--- src/rtl/poly_sched.sv ---
// poly_sched: round-robin two-requester scheduler for a shared-multiplier Horner evaluator of y = x^3 + x^2 + x
module poly_sched #(
   parameter int WIDTH = 16
) (
   input  logic             clk,
   input  logic             rst,
   input  logic             req0_valid,
   input  logic [WIDTH-1:0] req0_data,
   output logic             req0_ready,
   input  logic             req1_valid,
   input  logic [WIDTH-1:0] req1_data,
   output logic             req1_ready,
   output logic             out_valid,
   output logic [WIDTH-1:0] out_data,
   output logic             out_id,
   input  logic             out_ready,
   output logic             busy
);
   typedef enum logic [1:0] {IDLE, MUL1, MUL2, DONE} state_t;
   state_t state_q, state_d;
   logic [WIDTH-1:0] x_q, x_d, t_q, t_d, y_q, y_d, prod;
   logic id_q, id_d, last_q, last_d, out_valid_q, out_valid_d, busy_q, busy_d, gnt1, hs;
   always_comb begin
      gnt1 = req1_valid & (~req0_valid | ~last_q);
      req0_ready = (state_q == IDLE) & ~rst & req0_valid & ~gnt1;
      req1_ready = (state_q == IDLE) & ~rst & gnt1;
      hs = req0_ready | req1_ready;
      prod = x_q * ((state_q == MUL1) ? x_q + WIDTH'(1) : t_q + WIDTH'(1));
      x_d = req1_ready ? req1_data : req0_ready ? req0_data : x_q;
      id_d = hs ? req1_ready : id_q;
      last_d = hs ? req1_ready : last_q;
      t_d = (state_q == MUL1) ? prod : t_q;
      y_d = (state_q == MUL2) ? prod : y_q;
      state_d = (state_q == IDLE) ? (hs ? MUL1 : IDLE) :
                (state_q == MUL1) ? MUL2 :
                (state_q == MUL2) ? DONE :
                (out_ready ? IDLE : DONE);
      out_valid_d = state_d == DONE;
      busy_d = state_d != IDLE;
   end
   always_ff @(posedge clk) begin
      if (rst) begin
         state_q     <= IDLE;
         x_q         <= '0;
         t_q         <= '0;
         y_q         <= '0;
         id_q        <= 1'b0;
         last_q      <= 1'b1;
         out_valid_q <= 1'b0;
         busy_q      <= 1'b0;
      end else begin
         state_q     <= state_d;
         x_q         <= x_d;
         t_q         <= t_d;
         y_q         <= y_d;
         id_q        <= id_d;
         last_q      <= last_d;
         out_valid_q <= out_valid_d;
         busy_q      <= busy_d;
      end
   end
   assign out_valid = out_valid_q;
   assign out_data  = y_q;
   assign out_id    = id_q;
   assign busy      = busy_q;
endmodule

--- config.mk ---
export PLATFORM = sky130hd
export DESIGN_NAME = poly_sched
export DESIGN_NICKNAME = d
export VERILOG_FILES = /design/src/rtl/poly_sched.sv
export SDC_FILE = /design/constraint.sdc
export NUM_CORES = 1
export LEC_CHECK = 0
export BUFFER_PORTS_ARGS = -buffer_cell sky130_fd_sc_hd__buf_2
export CAP_MARGIN = 20
export CORE_ASPECT_RATIO = 0.6
export CORE_MARGIN = 3
export CORE_UTILIZATION = 51
export CTS_CLUSTER_SIZE = 8
export DETAILED_ROUTE_END_ITERATION = 10
export PLACE_DENSITY = 0.73
export SKIP_LAST_GASP = 1
export SYNTH_ARGS = -nofsm -noshare
export SYNTH_HDL_FRONTEND = slang
export SYNTH_SLANG_ARGS = --single-unit
--- constraint.sdc ---
create_clock -name clk -period 6.99 [get_ports clk]
set_input_delay 1.398 -clock clk [delete_from_list [all_inputs] [get_ports clk]]
set_output_delay 1.398 -clock clk [all_outputs]
set_load 0.005 [all_outputs]
After elaboration in Yosys (flattened, before gate mapping)
Index checks and enable logic that the tools add are counted.

operators by class
  $add $sub $neg = 2
  multiply operators = 1
  equal/unequal tests = 3
  mux-type cells = 8
  bitwise logic cells = 11
  reduce and logical (&&, ||, !) cells = 3

operator list
  operator                 count
  $mux W16                 3
  $add A16 B1 Y16 const B  2
  $mul A16 B16 Y16         1
  $mux W2                  4
  $and A1 B1 Y1            5
  $eq A2 B2 Y1 const B     2
  $not A1 Y1               4
  $reduce_bool A2 Y1       2
  $eq A2 B1 Y1 const B     1
  $logic_not A2 Y1         1
  $or A1 B1 Y1             2
  $mux W1                  1

word-level totals
  register bits = 54
  input port bits = 37
  output and inout bits = 21
  logic and storage cells = 36

Longest topological paths before layout
  word-level depth = 9
  depth in mapped cells = 35

Worst setup path after synthesis
Ideal clock, no wire load.

  path kind = flip-flop to flip-flop
  start = reg state_q[1]
  end = reg t_q[15]
  library setup time = 0.070 ns
  data arrival time = 7.478 ns
  slack = -0.558 ns
  stages on the path, launching flop included = 34
  path buffers = 2
  period minus slack after synthesis = 7.548 ns
  cell sequence = dfxtp_1 -> nand2b_1 -> buf_6 -> mux2i_1 -> clkbuf_1 -> inv_1 -> ha_1 -> nand3_1 -> mux2i_1 -> and3_1 -> nand2_1 -> xnor2_1 -> nand2_1 -> o21ai_1 -> nand2_1 -> fa_1 -> fa_1 -> inv_1 -> fa_1 -> fa_1 -> inv_1 -> fa_1 -> fa_1 -> xor2_1 -> xnor2_1 -> xnor2_1 -> xnor2_1 -> xnor2_1 -> xnor2_1 -> xnor3_1 -> xnor3_1 -> xnor2_1 -> nand2_1 -> a21oi_1

on the way
  word-level cells in the longest chain between the ends = 3

ends and longest elaborated chain
  what                      line    source
  start: declaration        20      state_t state_q, state_d;
  start signal: assignment  52      state_q <= state_d;
  $eq A2 B1 Y1 (*)          28, 32
  $mux W16                  28      prod = x_q * ((state_q == MUL1) ? x_q + WIDTH'(1) : t_q + WIDTH'(1));
  $mul A16 B16 Y16          28
  end signal: assignment    54      t_q <= t_d;
  end: declaration          21      logic [WIDTH-1:0] x_q, x_d, t_q, t_d, y_q, y_d, prod;

Every way passes the cells marked *; elsewhere a longest branch is shown, timed or not.
A chain may end at the register's enable or synchronous reset.

Final worst setup path
  start = reg state_q[1]
  end = reg y_q[15], in the netlist out_data[15]

on the way
  word-level cells in the longest chain between the ends = 3
  elaborated cells between the ends (all ways) = 4
  those cells by class = mul (1); eq/ne (2); mux (1)

ends and longest elaborated chain
  what                    line  source
  $eq A2 B1 Y1            28
  $mux W16                28
  $mul A16 B16 Y16        28
  end signal: assignment  55    y_q <= y_d;
  end: declaration        21

Parallel ways exist; a longest one is shown, timed or not.

==> results.cfg <==
[outcome]
outcome = finished clean

[drt]
drt-initial-drc-count = 409
vias_per_cell = 5.40
wl_mm = 17.9
first_pass_iters = 5
wl_per_cell_um = 17.4
drc = 0
vias = 5557
ant_nets = 0

[logic_synthesis]
synth_top_area_share_pct = 24.3
synth_edf_count = 0
post_synth_inst_count = 807
synth_most_common_cell = nand2_1
ys_seq_area_share_pct = 16.4
synth_nets = 974
avgSynthCellArea_um2 = 8.16
synth_area_um2 = 6590
synth_top_area_cell = fa_1
synthTopCellsByCount = nand2_1, inv_1, fa_1
synthTopCellsByArea = fa_1, dfxtp_1, nand2_1
synth_ff_type = dfxtp_1
netlist-cell-type-count = 55
synth-seq-cells = 54
yosysWarnings = 0
async_reset_ff_share_pct = 0

[cts]
clock_latency_ps = 300
clkTransAtPathRegs_ps = 70
cts_sinks = 54
cts_tree = done
cts_buffers = 5
hold_buffers = 0
htree_levels = 2
cts_max_path_buffers = 2
root_buffer = clkbuf_16

[sta]
rsz0062_at_grt = yes
worst_pin_slew_ps = 1010
max-slew-margin-rel_pct = 32.5
fmax_mhz = 146
post-route-period-util_pct = 97.7
hold_viol = 0
setup_slack_ps = 157
drv_slew = 0
final-setup-viol-count = 0
worst_clock_skew_ps = 13.8
fin_crit_ps = 6830

[power_and_ir_drop]
p_leak_nw = 3.46
power.density_nw_per_um2 = 139
power_mw = 1.04
ir_drop_mv = 0.0916

[grt]
grt_pass1_vias = 5134
antenna_found_initial = 0
grt_pass1_wl_mm = 27.9
grt_usage_pct = 24.7
grt_max_degree = 55
overflow = 0

[layout]
syn2layout_area_growth_pct = 14.2
final_layout_size_suffix_gt1_share_pct = 16.4
antenna_cells = 0
fin_cells = 1030
fin_nets = 1031
fin_area_um2 = 7520

[floorplanning]
die_w_um = 153
rows = 31
start_util_pct = 53.4
core_um2 = 12300
ioPinCount = 58
die_h_um = 94.0
die_area_um2 = 14400

[critical_path]
cp-start-kind = flop
worst-endpoint-required_ps = 7200
cp_max_fo = 5
worstPathArrival_ps = 7050
critPathKind = reg -> reg
end_kind = flop
worst_path_max_delay_cell = fa_1
max_stage_delay_ps = 510

[placed_design]
place_area_um2 = 7180
preCtsSetupSlack_ps = -10.8
gp_congestion = 0.942
io_buffers = 57
dp.cells = 1015
place_hpwl_mm = 13.4

[min_path]
hold_class = reg -> reg

[flow_run]
cap_violations = 0
-- metal layers --
layer / GRT usage (%) / up-vias / wire (um)
met5: 0 / - / 0
met3: 6.44 / 22 / 1970
met1: 40.3 / 2652 / 8900
li1: - / 2628 / -
met2: 32.8 / 255 / 6850
met4: 3.34 / 0 / 167
-- sequential cells by signal (all words and copies together) (netlist names) --
name	count
out_valid	1
state_q	2
last_q	1
out_id	1
x_q	16
out_data	16
t_q	16
busy	1
-- cell usage in the layout, fill, tap and decap left out, drive strengths merged, types with 5 or more instances in the layout --
| cell | synthesis | layout |
|---|---|---|
| nand2 | 181 | 181 |
| inv | 124 | 125 |
| buf | 5 | 93 |
| fa | 80 | 80 |
| dfxtp | 54 | 54 |
| and2 | 51 | 51 |
| ha | 50 | 50 |
| xnor2 | 40 | 40 |
| a21oi | 38 | 38 |
| nor2 | 27 | 27 |
| a311oi | 16 | 16 |
| nor2b | 12 | 12 |
| xor2 | 10 | 10 |
| a21boi | 8 | 8 |
| nand3 | 8 | 8 |
| mux2i | 8 | 8 |
| a31oi | 6 | 6 |
| o21bai | 6 | 6 |
| and3 | 6 | 6 |
| clkbuf | 38 | 6 |
| nand2b | 5 | 5 |
| nor3 | 5 | 5 |
| o21ai | 5 | 5 |
-- area by class of cell --
type | count | area, um^2
Clock buffer | 6 | 139
Multi-Input combinational cell | 586 | 5010
Sequential cell | 54 | 1080
Tap cell | 165 | 206
Timing Repair Buffer | 93 | 576
Clock inverter | 2 | 38.8
Inverter | 124 | 465
Fill cell | 1095 | 4810
-- through the flow --
| stage | util (%) | hold slack [ps] | TNS (ps) |
|---|---|---|---|
| after floorplan | - | 430 | 0 |
| after global placement | 58.2 | 442 | 0 |
| after detailed placement | 58.2 | 444 | -10.8 |
| after CTS | 59.7 | 456 | 0 |
| after global routing | 61.0 | 471 | -405 |
| final | 61.0 | 455 | 0 |
-- cells by family after synthesis --
family / count (synthesis) / synth area share, %
multiplexers: 10 / 1.92
AO/OA/AOI/OAI: 90 / 9.21
XOR/XNOR: 53 / 7.90
AND/OR/NAND/NOR: 303 / 21.1
buffers and inverters: 167 / 9.70
flip-flops: 54 / 16.4
adder cells (fa/ha/maj): 130 / 33.8
-- power by group --
part	switching, mW	internal (mW)
Combinational	0.237	0.152
Sequential	0.0250	0.331
Clock	0.118	0.180
-- timing repair --
action / in CTS / in global routing
setup endpoints to repair: 2 / 4
pin swaps: 0 / 26
resized for setup: 1 / 23
buffers inserted: 1 / 6
-- path summary, 6_finish.rpt --
kind                                               start                        end  slack (ps)  cells after the start
worst min register to register  out_data[2]$_SDFFE_PP0P_   out_data[2]$_SDFFE_PP0P_         460                      2
worst min-delay path            out_data[2]$_SDFFE_PP0P_   out_data[2]$_SDFFE_PP0P_         460                      2
worst max-delay path               state_q[1]$_SDFF_PP0_  out_data[15]$_SDFFE_PP0P_         160                     31
worst max register to register     state_q[1]$_SDFF_PP0_  out_data[15]$_SDFFE_PP0P_         160                     31
-- critical path, delay by kind of cell (launching register included) --
| family | cells | cell delay (ps) |
|---|---|---|
| compound gates | 2 | 270 |
| xor+xnor | 10 | 1770 |
| fa+ha+maj | 7 | 2960 |
| buf+inv | 3 | 170 |
| flops | 1 | 340 |
| mux | 2 | 400 |
| simple gates | 7 | 830 |
Note: power is estimated with default switching activity, not from simulation.
